File: src/rtl/pipe_stage_reg_if.sv
// Handshake bundle carried between two pipeline stages: valid/ready plus
// payload, control vector and instruction word.
interface pipe_stage_reg_if #(
    parameter int unsigned DW = 64,
    parameter int unsigned CW = 24
);
    logic          valid;
    logic          ready;
    logic [DW-1:0] data;
    logic [CW-1:0] ctrl;
    logic [15:0]   instr;

    modport master (output valid, data, ctrl, instr, input ready);
    modport slave  (input valid, data, ctrl, instr, output ready);
endinterface

File: src/rtl/pipe_stage_reg.sv
// Parametrised valid/ready pipeline-stage register with flush, bubble masking
// and a saturating stall counter. Define PIPE_STAGE_SKID_EN for a 2-entry skid stage.
module pipe_stage_reg #(
    parameter int unsigned   DW        = 64,
    parameter int unsigned   CW        = 24,
    parameter logic [CW-1:0] KILL_MASK = {CW{1'b1}},
    parameter logic [15:0]   NOP_INSTR = 16'h0800,
    parameter int unsigned   SCW       = 16
) (
    input  logic             clk,
    input  logic             rst,
    input  logic             flush,
    input  logic             stat_clr,
    output logic [SCW-1:0]   stall_cnt,
    pipe_stage_reg_if.slave  up,
    pipe_stage_reg_if.master dn
);

    typedef struct packed {
        logic [DW-1:0] data;
        logic [CW-1:0] ctrl;
        logic [15:0]   instr;
    } entry_t;

    localparam entry_t RST_ENTRY = '{data: {DW{1'b0}}, ctrl: {CW{1'b0}}, instr: NOP_INSTR};

    entry_t         r_main;
    logic           r_valid;
    logic [SCW-1:0] r_stall_cnt;
    entry_t         w_in_entry;
    logic           w_in_ready;
    logic           w_in_fire;
    logic           w_out_fire;

    // Handshake decode shared by both build variants.
    always_comb begin
        w_in_entry = '{data: up.data, ctrl: up.ctrl, instr: up.instr};
        w_in_fire  = up.valid & w_in_ready;
        w_out_fire = r_valid & dn.ready;
    end

`ifdef PIPE_STAGE_SKID_EN
    entry_t r_skid;
    logic   r_skid_valid;

    // in_ready comes straight from a flop, breaking the ready path to upstream.
    always_comb begin
        w_in_ready = ~r_skid_valid;
    end

    // Main + skid storage: the skid slot always holds the younger entry.
    always_ff @(posedge clk or negedge rst) begin
        if (!rst) begin
            r_valid      <= 1'b0;
            r_main       <= RST_ENTRY;
            r_skid_valid <= 1'b0;
            r_skid       <= RST_ENTRY;
        end else if (flush) begin
            r_valid      <= 1'b0;
            r_skid_valid <= 1'b0;
        end else if (w_out_fire) begin
            if (r_skid_valid) begin
                r_main       <= r_skid;
                r_skid_valid <= w_in_fire;
                if (w_in_fire) begin
                    r_skid <= w_in_entry;
                end
            end else if (w_in_fire) begin
                r_main <= w_in_entry;
            end else begin
                r_valid <= 1'b0;
            end
        end else if (w_in_fire) begin
            if (r_valid) begin
                r_skid       <= w_in_entry;
                r_skid_valid <= 1'b1;
            end else begin
                r_main  <= w_in_entry;
                r_valid <= 1'b1;
            end
        end
    end
`else
    // Upstream may load whenever the slot is empty or being drained this cycle.
    always_comb begin
        w_in_ready = ~r_valid | dn.ready;
    end

    // Single-slot storage: flush beats load, load beats drain.
    always_ff @(posedge clk or negedge rst) begin
        if (!rst) begin
            r_valid <= 1'b0;
            r_main  <= RST_ENTRY;
        end else if (flush) begin
            r_valid <= 1'b0;
        end else if (w_in_fire) begin
            r_main  <= w_in_entry;
            r_valid <= 1'b1;
        end else if (w_out_fire) begin
            r_valid <= 1'b0;
        end
    end
`endif

    // Stall counter: clear wins over increment, sticks at all-ones, survives flush.
    always_ff @(posedge clk or negedge rst) begin
        if (!rst) begin
            r_stall_cnt <= {SCW{1'b0}};
        end else if (stat_clr) begin
            r_stall_cnt <= {SCW{1'b0}};
        end else if (r_valid && !dn.ready && !(&r_stall_cnt)) begin
            r_stall_cnt <= r_stall_cnt + {{(SCW-1){1'b0}}, 1'b1};
        end
    end

    // Bubbles present killed control bits and a NOP; payload is left as held.
    always_comb begin
        up.ready  = w_in_ready;
        dn.valid  = r_valid;
        dn.data   = r_main.data;
        stall_cnt = r_stall_cnt;
        if (r_valid) begin
            dn.ctrl  = r_main.ctrl;
            dn.instr = r_main.instr;
        end else begin
            dn.ctrl  = r_main.ctrl & ~KILL_MASK;
            dn.instr = NOP_INSTR;
        end
    end

endmodule

File: src/flat_wrapper.sv
// flat-port wrapper written by rule: the top's interface ports become plain ports
module pipe_stage_reg_flat 
#(
    parameter int unsigned   DW        = 64,
    parameter int unsigned   CW        = 24,
    parameter logic [CW-1:0] KILL_MASK = {CW{1'b1}},
    parameter logic [15:0]   NOP_INSTR = 16'h0800,
    parameter int unsigned   SCW       = 16
)
  (clk, rst, flush, stat_clr, stall_cnt, up_valid, up_data, up_ctrl, up_instr, up_ready, dn_valid, dn_data, dn_ctrl, dn_instr, dn_ready);
  pipe_stage_reg_if #(.DW(DW), .CW(CW)) up_i ();
  pipe_stage_reg_if #(.DW(DW), .CW(CW)) dn_i ();
  input  logic clk;
  input  logic rst;
  input  logic flush;
  input  logic stat_clr;
  output logic [SCW-1:0] stall_cnt;
  input wire logic [$bits(up_i.valid)-1:0] up_valid;
  input wire logic [$bits(up_i.data)-1:0] up_data;
  input wire logic [$bits(up_i.ctrl)-1:0] up_ctrl;
  input wire logic [$bits(up_i.instr)-1:0] up_instr;
  output wire logic [$bits(up_i.ready)-1:0] up_ready;
  output wire logic [$bits(dn_i.valid)-1:0] dn_valid;
  output wire logic [$bits(dn_i.data)-1:0] dn_data;
  output wire logic [$bits(dn_i.ctrl)-1:0] dn_ctrl;
  output wire logic [$bits(dn_i.instr)-1:0] dn_instr;
  input wire logic [$bits(dn_i.ready)-1:0] dn_ready;
  assign up_i.valid = up_valid;
  assign up_i.data = up_data;
  assign up_i.ctrl = up_ctrl;
  assign up_i.instr = up_instr;
  assign up_ready = up_i.ready;
  assign dn_valid = dn_i.valid;
  assign dn_data = dn_i.data;
  assign dn_ctrl = dn_i.ctrl;
  assign dn_instr = dn_i.instr;
  assign dn_i.ready = dn_ready;
  pipe_stage_reg #(.DW(DW), .CW(CW), .KILL_MASK(KILL_MASK), .NOP_INSTR(NOP_INSTR), .SCW(SCW)) u_core (.clk(clk), .rst(rst), .flush(flush), .stat_clr(stat_clr), .stall_cnt(stall_cnt), .up(up_i), .dn(dn_i));
endmodule
File: config.mk
export PLATFORM = sky130hd
export DESIGN_NAME = pipe_stage_reg_flat
export DESIGN_NICKNAME = d
export VERILOG_FILES = /design/src/rtl/pipe_stage_reg_if.sv /design/src/rtl/pipe_stage_reg.sv /design/src/flat_wrapper.sv
export SDC_FILE = /design/constraint.sdc
export NUM_CORES = 1
export LEC_CHECK = 0
export ABC_AREA = 1
export BUFFER_PORTS_ARGS = -buffer_cell sky130_fd_sc_hd__buf_4
export CAP_MARGIN = 15
export CORE_MARGIN = 4
export CORE_UTILIZATION = 40
export DETAILED_ROUTE_END_ITERATION = 7
export MAX_ROUTING_LAYER = met4
export PLACE_DENSITY_LB_ADDON = 0.12
export SLEW_MARGIN = 20
export SYNTH_ARGS = -nofsm -noshare
export SYNTH_HDL_FRONTEND = slang
export SYNTH_SLANG_ARGS = --single-unit
File: constraint.sdc
create_clock -name clk -period 2.4 [get_ports clk]
set_input_delay 0.36 -clock clk [delete_from_list [all_inputs] [get_ports clk]]
set_output_delay 0.36 -clock clk [all_outputs]
set_load 0.005 [all_outputs]
==> Yosys cells after proc, flatten, opt, wreduce, memory -nomap -nowiden <==
Cells that the tools add are included.
{ "totals": {"in_bits": 110, "output_inout_bits": 122, "register_bits": 121} }
{ "op_classes": {"n_addsub": 1, "muxes": 7, "reduce_logical": 8, "bitwise_logic": 5} }
{ "op_table": {"columns": ["cell", "count"], "rows": [
  ["16-bit 2-to-1 mux", 3],
  ["24-bit 2-to-1 mux", 1],
  ["16-bit by 1-bit adder with 16-bit output (second input constant)", 1],
  ["16-bit AND reduction", 1],
  ["1-bit 2-to-1 mux", 3],
  ["3-bit nonzero test", 1],
  ["1-bit AND", 2],
  ["1-bit logical AND", 2],
  ["1-bit logical NOT", 2],
  ["1-bit NOT", 2],
  ["2-bit AND reduction", 1],
  ["2-bit nonzero test", 1],
  ["1-bit OR", 1]
]} }

==> Longest topological paths before layout <==
Gate-level depths: netlist of run 1.
{ "logic_depth": {"ltp_word": 5, "depth_mapped": 10, "depth_no_buf": 9} }

==> Worst setup path after synthesis of run 1 <==
OpenSTA, ideal clock, no wires.
{ "synth_path": {"path_type": "register to register", "from": "reg u_core.r_stall_cnt[0] (netlist: u_core.stall_cnt[0])", "to": "reg u_core.r_stall_cnt[2] (netlist: u_core.stall_cnt[2])", "setup_ps": 121, "required_time_ps": 2279, "path_buffers": 1, "period_less_slack_ps": 1607, "arrival_time_ps": 1486, "slack_ps": 793, "path_stages_with_launch": 11, "cell_sequence": "dfrtp_1 > ha_1 > nand2_1 > nor2_4 > nand2_2 > nor2_4 > o21ai_4 > clkinv_2 > buf_6 > nand2_1 > nand2_1"} }
{ "synth_between": {"elab_chain_cells": 4, "elab_cells_between_ends": 7, "cone_classes": "add/sub: 1; mux: 2; reduce/logical: 4"} }
{ "synth_lines": {"columns": ["element", "line_no", "source"], "rows": [
  ["start: declaration", "pipe_stage_reg.sv:29", "logic [SCW-1:0] r_stall_cnt;"],
  ["start signal: assignment", "pipe_stage_reg.sv:108", "r_stall_cnt <= {SCW{1'b0}};"],
  ["start signal: assignment", "pipe_stage_reg.sv:110", "r_stall_cnt <= {SCW{1'b0}};"],
  ["start signal: assignment", "pipe_stage_reg.sv:112", "r_stall_cnt <= r_stall_cnt + {{(SCW-1){1'b0}}, 1'b1};"],
  ["branches (longest 4 deep; another with 16-bit by 1-bit adder with 16-bit output)", null, null]
]} }
Parallel ways; which one is timed is not known. The select of a mux whose other input is x is not followed.
A chain may end at the register's enable or synchronous reset.

==> Worst setup path after layout of run 1 <==
{ "layout_path": {"from": "reg u_core.r_stall_cnt[1] (netlist: u_core.stall_cnt[1])", "to": "reg u_core.r_stall_cnt[3] (netlist: u_core.stall_cnt[3])"} }
The elaborated chain is that of the path after synthesis.

==> results of run 1 <==
-- layer usage --
metal  vias up  share of wire [%]
met5         -                  0
met4         0                1.5
met3        16                7.0
met2       159                 50
met1      1986                 42
li1       1959                  -
-- power groups by stage --
stage	logic (W)	registers, W	clock network [W]
finish	0.00105	0.00250	0.00236
global route	0.00115	0.00254	0.00253
CTS	0.00108	0.00250	0.00244
detailed placement	0.00107	0.00254	0
global placement	0.00105	0.00253	0
floorplan	0.000699	0.00249	0
-- flip-flops by register name, summed over array words and instances (netlist names) --
name / count
u_core.dn.data: 64
u_core.dn.valid: 1
u_core.r_main: 40
u_core.stall_cnt: 16
-- worst max-delay path by stage --
| stage | from | endpoint | slack (ns) | cells after the start |
|---|---|---|---|---|
| after detailed placement | u_core.stall_cnt[1] | u_core.stall_cnt[3] | 0.51 | 8 |
| after floorplan | u_core.stall_cnt[0] | u_core.stall_cnt[2] | 0.79 | 10 |
| after global placement | u_core.stall_cnt[0] | u_core.stall_cnt[13] | 0.59 | 8 |
| after global routing | u_core.stall_cnt[1] | u_core.stall_cnt[5] | 0.27 | 8 |
| after CTS | u_core.stall_cnt[1] | u_core.stall_cnt[3] | 0.48 | 8 |
| final | u_core.stall_cnt[1] | u_core.stall_cnt[3] | 0.47 | 8 |
-- per-stage QoR --
| stage | instances | worst slack, ns |
|---|---|---|
| 2_1_floorplan | 519 | 0.793 |
| 3_3_place_gp | 857 | 0.587 |
| 3_5_place_dp | 857 | 0.506 |
| 4_1_cts | 889 | 0.482 |
| 5_1_grt | 889 | 0.274 |
| 6_report | 889 | 0.465 |
-- layout by cell type (no fill, tap or decap), types with 8 or more instances in the layout --
cell,synthesis,layout
clkbuf_16,0,17
nor2_1,16,16
nand3_1,18,18
mux2_1,8,8
buf_4,65,236
inv_1,52,52
nand2_1,94,93
nand4_1,8,8
dfrtp_1,120,120
mux2_2,96,96
-- kinds of logic after synthesis --
kind of cell | share of synthesized area (%)
XOR/XNOR | 0.763
AO/OA/AOI/OAI | 1.11
flip-flops | 52.8
multiplexers | 20.4
adder cells (fa/ha/maj) | 0.218
AND/OR/NAND/NOR | 10.6
buffers and inverters | 14.2
-- layout make-up --
cell class / count / area (um2) / area share, %
Inverter: 55 / 208 / 2.67
Timing Repair Buffer: 240 / 1840 / 23.7
Sequential cell: 121 / 3030 / 39.0
Clock buffer: 23 / 488 / 6.28
Tap cell: 180 / 225 / 2.90
Clock inverter: 8 / 70.1 / 0.902
Multi-Input combinational cell: 262 / 1910 / 24.5
==> out/results.ini, run 1 <==
[timing]
fin_setup_tns_ns=0
fmax_ghz=0.517
fin_crit_sh_pct=80.6
hold_viol=0
setup_viol=0
timing.clock.skew_ns=0.00984
slew_headroom_pct=51.7
holdWs_ns=0.113
drv_slew=0
min_period_ns=1.93
max_slew.worst_pin.slew_ns=0.722
rsz0062_at_grt=false

[min_path]
hp-class=input pin to register
holdPathEnd=u_core.dn.valid
min_from=flush
min_path_cells=2

[setup_path]
critPathMaxStageDelay_ns=0.55
cp_max_fo=10
path_buf_inv=0
r2r-end=u_core.stall_cnt[3]
timing.rr.start=u_core.stall_cnt[1]
r2r_cells=8
ff2ff_setup_slack_ns=0.47
path_cells=ha_1 -> nand2_1 -> nor2_4 -> nand2_2 -> nor2_4 -> nor2_1 -> nand4_1 -> nand2_1
crit_path_top_delay_cell=nor2_1
critical_path.startpoint_type=register
cp-end-kind=register
cp_data_required_time_ns=2.74
critPathTopFamily=simple AND/OR/NAND/NOR gates
arrival_ns=2.27
critical_path_class=register to register

[global_route]
grt.total_usage_pct=17.2
grtUsageMet3_pct=4.54
antenna_found_initial=0
busiest_layer=met2
met1_usage_pct=20.5
met2_usage_pct=27.7
grt_pass1_vias=4239
grt_pass1_wl_mm=21.4
grt_start_max_net_pins=54
grt-ovfl-total=0

[power_and_ir_drop]
power.density_nw_per_um2=761
clkPwrFrac_pct=40.0
p_leak_nw=4.03
p_comb_share_pct=17.7
p_total_w=0.00591
switchingPower_w=0.00137
p_seq_share_pct=42.3
p_sw_share_pct=23.1
vdd_drop_max_v=0.000414
intPower_w=0.00454

[drt]
wl_per_cell_um=15.1
vias_per_cell=4.63
drt_iter0_markers=91
routed_wl_mm=13.4
drc=0
dr_total_vias=4120
drt_first_pass_iters=4
ant_nets=0

[clocking]
worstSkewPairLatency_ns=0.40
hold_buffers=1
htreeDepth=4
clock_sinks=121
cts_buffers=17
cts_resized=0
clockBufferDepth=2
postCtsSetupBuffers=0
cts_tree=built
clk_pin_slew_ns=0.05
ctsRootBufferMaster=clkbuf_16

[synth]
yosys-top-cells-area=dfrtp_1, mux2_2, buf_4
syn_inst=519
synth_nets=630
ys_warn_count=0
synth_edf_count=0
yosys-top-cells-count=dfrtp_1, mux2_2, nand2_1
mappedNetlistArea_um2=5740
synth_area_leader_cell=dfrtp_1
synth.distinct_cells=27
seq_area_frac_synth_pct=52.8
synth_top_area_share_pct=52.3
ys.flop_type=dfrtp_1
avgSynthCellArea_um2=11.1
async_flop_share_pct=100
ys_seq_elements=121
synth.most_common_cell=dfrtp_1

[layout]
final_util_pct=55.5
fillers=1257
area_delta_synth_final_pct=35.3
antennaDiodeCount=0
postLayoutCellArea_um2=7770
drive_gt1_share_pct=52.8
nets=808

[placed_design]
gp_congestion=0.864
postPlaceCellArea_um2=7200
portBuffers=231
place_hpwl_mm=10.1

[floorplanning]
start_util_pct=41.0
die_height_um=128
core_area_um2=14000
ios=232
rows=43
dieArea_um2=16300
dieWidth_um=128

[outcome]
status=complete, no violations

[run]
max_cap_viol_count=0

(Power assumes the default switching activity.)
==> run 2, diff against run 1 <==
- ABC_AREA: 1 -> 0
- clock period: 2.4 -> 1.6 ns (I/O delays scaled with it)
==> run 2 against run 1 <==
Compared with the run above: the run now ends with setup timing left; sequential share of layout area fell by 3.8 points; setup slack got worse by 0.61 ns; total power rose by 62%; via count fell by 0.27%; combinational power rose by 73%.
==> out/results.ini, run 2 <==
[drt]
drt_first_pass_iters=4  ; unchanged
ant_nets=0  ; unchanged
routed_wl_mm=15.1  ; was 13.4 mm
drt_iter0_markers=143  ; was 91
drc=0  ; unchanged
vias_per_cell=4.87  ; was 4.63
dr_total_vias=4109  ; was 4120
wl_per_cell_um=17.9  ; was 15.1 um

[setup_path]
arrival_ns=1.50  ; was 2.27 ns
critPathMaxStageDelay_ns=0.40  ; was 0.55 ns
critPathTopFamily=buffers and inverters  ; was simple AND/OR/NAND/NOR gates
cp-end-kind=output port  ; was register
crit_end=dn_instr[8]  ; was u_core.stall_cnt[3]
crit_path_top_delay_cell=dfrtp_1  ; was nor2_1
critical_path_class=register to output port  ; was register to register
cp_data_required_time_ns=1.36  ; was 2.74 ns
timing.rr.start=u_core.stall_cnt[0]  ; was u_core.stall_cnt[1]
path_buf_inv=4  ; was 0
r2r-end=u_core.stall_cnt[1]  ; was u_core.stall_cnt[3]
crit_cells=5  ; was 8
crit_path_start=u_core.dn.valid  ; was u_core.stall_cnt[1]
cp_max_fo=21  ; was 10
r2r_cells=7  ; was 8
path_cells=buf_6 -> buf_8 -> buf_12 -> and2_1 -> buf_4  ; was ha_1 -> nand2_1 -> nor2_4 -> nand2_2 -> nor2_4 -> nor2_1 -> nand4_1 -> nand2_1
ff2ff_setup_slack_ns=-0.12  ; was 0.47 ns
critical_path.startpoint_type=register  ; unchanged

[power_and_ir_drop]
p_comb_share_pct=19.0  ; was 17.7%
intPower_w=0.00743  ; was 0.00454 W
switchingPower_w=0.00214  ; was 0.00137 W
vdd_drop_max_v=0.000635  ; was 0.000414 V
power.density_nw_per_um2=1110  ; was 761 nW/um2
p_seq_share_pct=39.3  ; was 42.3%
p_leak_nw=4.14  ; was 4.03 nW
clkPwrFrac_pct=41.7  ; was 40.0%
p_sw_share_pct=22.3  ; was 23.1%

[timing]
setup_slack_ns=-0.144  ; was 0.465 ns
min_period_ns=1.74
hold_viol=0  ; unchanged
max_slew.worst_pin.slew_ns=0.421  ; was 0.722 ns
setup_viol=155  ; was 0
rsz0062_at_grt=true  ; was false
drv_slew=0  ; unchanged
slew_headroom_pct=71.8  ; was 51.7%
timing.clock.skew_ns=0.00643  ; was 0.00984 ns
fin_crit_sh_pct=109
fmax_ghz=0.573

[outcome]
status=complete, but fails checks  ; was complete, no violations
violations=setup timing

[synth]
seq_area_frac_synth_pct=55.1  ; was 52.8%
avgSynthCellArea_um2=12.9  ; was 11.1 um2
synth.distinct_cells=35  ; was 27
synth.most_common_cell=dfrtp_1  ; unchanged
ys_warn_count=0  ; unchanged
synth_area_leader_cell=dfrtp_1  ; unchanged
mappedNetlistArea_um2=5490  ; was 5740 um2
syn_inst=426  ; was 519
ys_seq_elements=121  ; unchanged
yosys-top-cells-area=dfrtp_1, mux2_1, buf_4  ; was dfrtp_1, mux2_2, buf_4
ys.flop_type=dfrtp_1  ; unchanged
async_flop_share_pct=100  ; unchanged
synth_nets=537  ; was 630
synth_top_area_share_pct=54.7  ; was 52.3%
synth_edf_count=0  ; unchanged
yosys-top-cells-count=dfrtp_1, mux2_1, buf_4  ; was dfrtp_1, mux2_2, nand2_1

[layout]
antennaDiodeCount=0  ; unchanged
postLayoutCellArea_um2=8620  ; was 7770 um2
final_cell_mix=buf_4, dfrtp_1, mux2_1  ; was buf_4, dfrtp_1, mux2_2
final_util_pct=64.5  ; was 55.5%
largest_reg_flops=64  ; unchanged
nets=765  ; was 808
area_delta_synth_final_pct=56.8  ; was 35.3%
layout_commonest_cell=buf_4  ; unchanged
drive_gt1_share_pct=60.9  ; was 52.8%

[floorplanning]
dieWidth_um=125  ; was 128 um
rows=42  ; was 43
start_util_pct=41.2  ; was 41.0%
core_area_um2=13300  ; was 14000 um2
dieArea_um2=15700  ; was 16300 um2
die_height_um=125  ; was 128 um
ios=232  ; unchanged

[clocking]
htreeDepth=4  ; unchanged
cts_buffers=17  ; unchanged
ctsRootBufferMaster=clkbuf_16  ; unchanged
worstSkewPairLatency_ns=0.41  ; was 0.40 ns
cts_tree=built  ; unchanged
clock_sinks=121  ; unchanged
clk_pin_slew_ns=0.05  ; about the same
clockBufferDepth=2  ; unchanged

[global_route]
grt_pass1_wl_mm=22.0  ; was 21.4 mm
grt_start_max_net_pins=67  ; was 54
antenna_found_initial=0  ; unchanged
grt_pass1_vias=4224  ; was 4239
grt.total_usage_pct=18.2  ; was 17.2%
grt-ovfl-total=0  ; unchanged

[placed_design]
gp_congestion=0.872  ; was 0.864
place_hpwl_mm=10.2  ; was 10.1 mm
postPlaceCellArea_um2=7320  ; was 7200 um2
portBuffers=231  ; unchanged

[run]
max_cap_viol_count=0  ; unchanged

[min_path]
hp-class=input pin to register  ; unchanged
min_path_cells=2  ; unchanged

==> run 2: cell type report <==
type,count,area (um2)
multi-input cells,218,2180
clock inverters,8,143
inverters,4,15.0
flip-flops and latches,121,3030
fillers,1060,4730
well taps,176,220
clock buffers,24,472
repair buffers,292,2560
==> run 2: repair_timing <==
item,in CTS,in global routing
buffers inserted,2,6
hold endpoints to repair,121,0
hold buffers,2,0
pin swaps,11,6
endpoints found under the setup margin,124,158
gates cloned,0,7
resized for setup,7,118
==> run 2: worst register-to-register path, stage by stage (launching register included) <==
cell and delay [ns]:
dfrtp_1 0.36, ha_2 0.19, nand4_1 0.12, buf_4 0.17, o41ai_4 0.35, buf_12 0.18, mux2i_1 0.18, nor2_1 0.05
==> run 2: cells by family (layout without fill, tap and decap cells) <==
logic type | Yosys count | after routing | synth area share, %
xor gates and xnor gates | 1 | 1 | 0.159
buffers and inverters | 87 | 328 | 10.6
adders and majority gates | 1 | 1 | 0.228
AOI/OAI and AO/OA | 27 | 27 | 2.94
DFF | 121 | 121 | 55.1
and+or+nand+nor | 83 | 83 | 9.25
muxes | 106 | 106 | 21.7
==> run 2: metrics by stage <==
| stage | hold WS (ns) | total power, W | setup slack [ns] | setup TNS (ns) | std cells |
|---|---|---|---|---|---|
| after global routing | 0.0270 | 0.00999 | -0.253 | -21.38 | 843 |
| final | 0.0431 | 0.00956 | -0.144 | -12.41 | 843 |
| after detailed placement | 0.279 | 0.00530 | -0.115 | -2.29 | 794 |
| after global placement | 0.279 | 0.00524 | -0.0620 | -1.41 | 794 |
| after floorplan | -0.0556 | 0.00462 | -0.116 | -6.01 | 426 |
| after CTS | 0.0240 | 0.00933 | -0.0846 | -3.96 | 830 |
==> run 2: power by group through the flow <==
stage | registers [W] | clock network, W | logic (W)
2_1_floorplan | 0.00371 | 0 | 0.000915
3_3_place_gp | 0.00375 | 0 | 0.00149
3_5_place_dp | 0.00378 | 0 | 0.00152
4_1_cts | 0.00373 | 0.00407 | 0.00153
5_1_grt | 0.00381 | 0.00421 | 0.00196
6_report | 0.00375 | 0.00399 | 0.00182
==> run 2: worst min path at each step <==
stage | slack, ns | to | startpoint
3_5_place_dp | 0.28 | u_core.dn.data[51] | rst
6_report | 0.04 | u_core.dn.data[29] | up_data[29]
4_1_cts | 0.02 | u_core.dn.data[20] | up_data[20]
2_1_floorplan | -0.06 | u_core.dn.data[0] | rst
5_1_grt | 0.03 | u_core.dn.data[29] | up_data[29]
3_3_place_gp | 0.28 | u_core.dn.data[51] | rst
==> run 2: routing by layer <==
metal,track usage (%),part of all wire (%)
met3,5.03,5.6
met2,29.6,51
met4,7.97,2.6
met5,-,0
met1,21.1,41
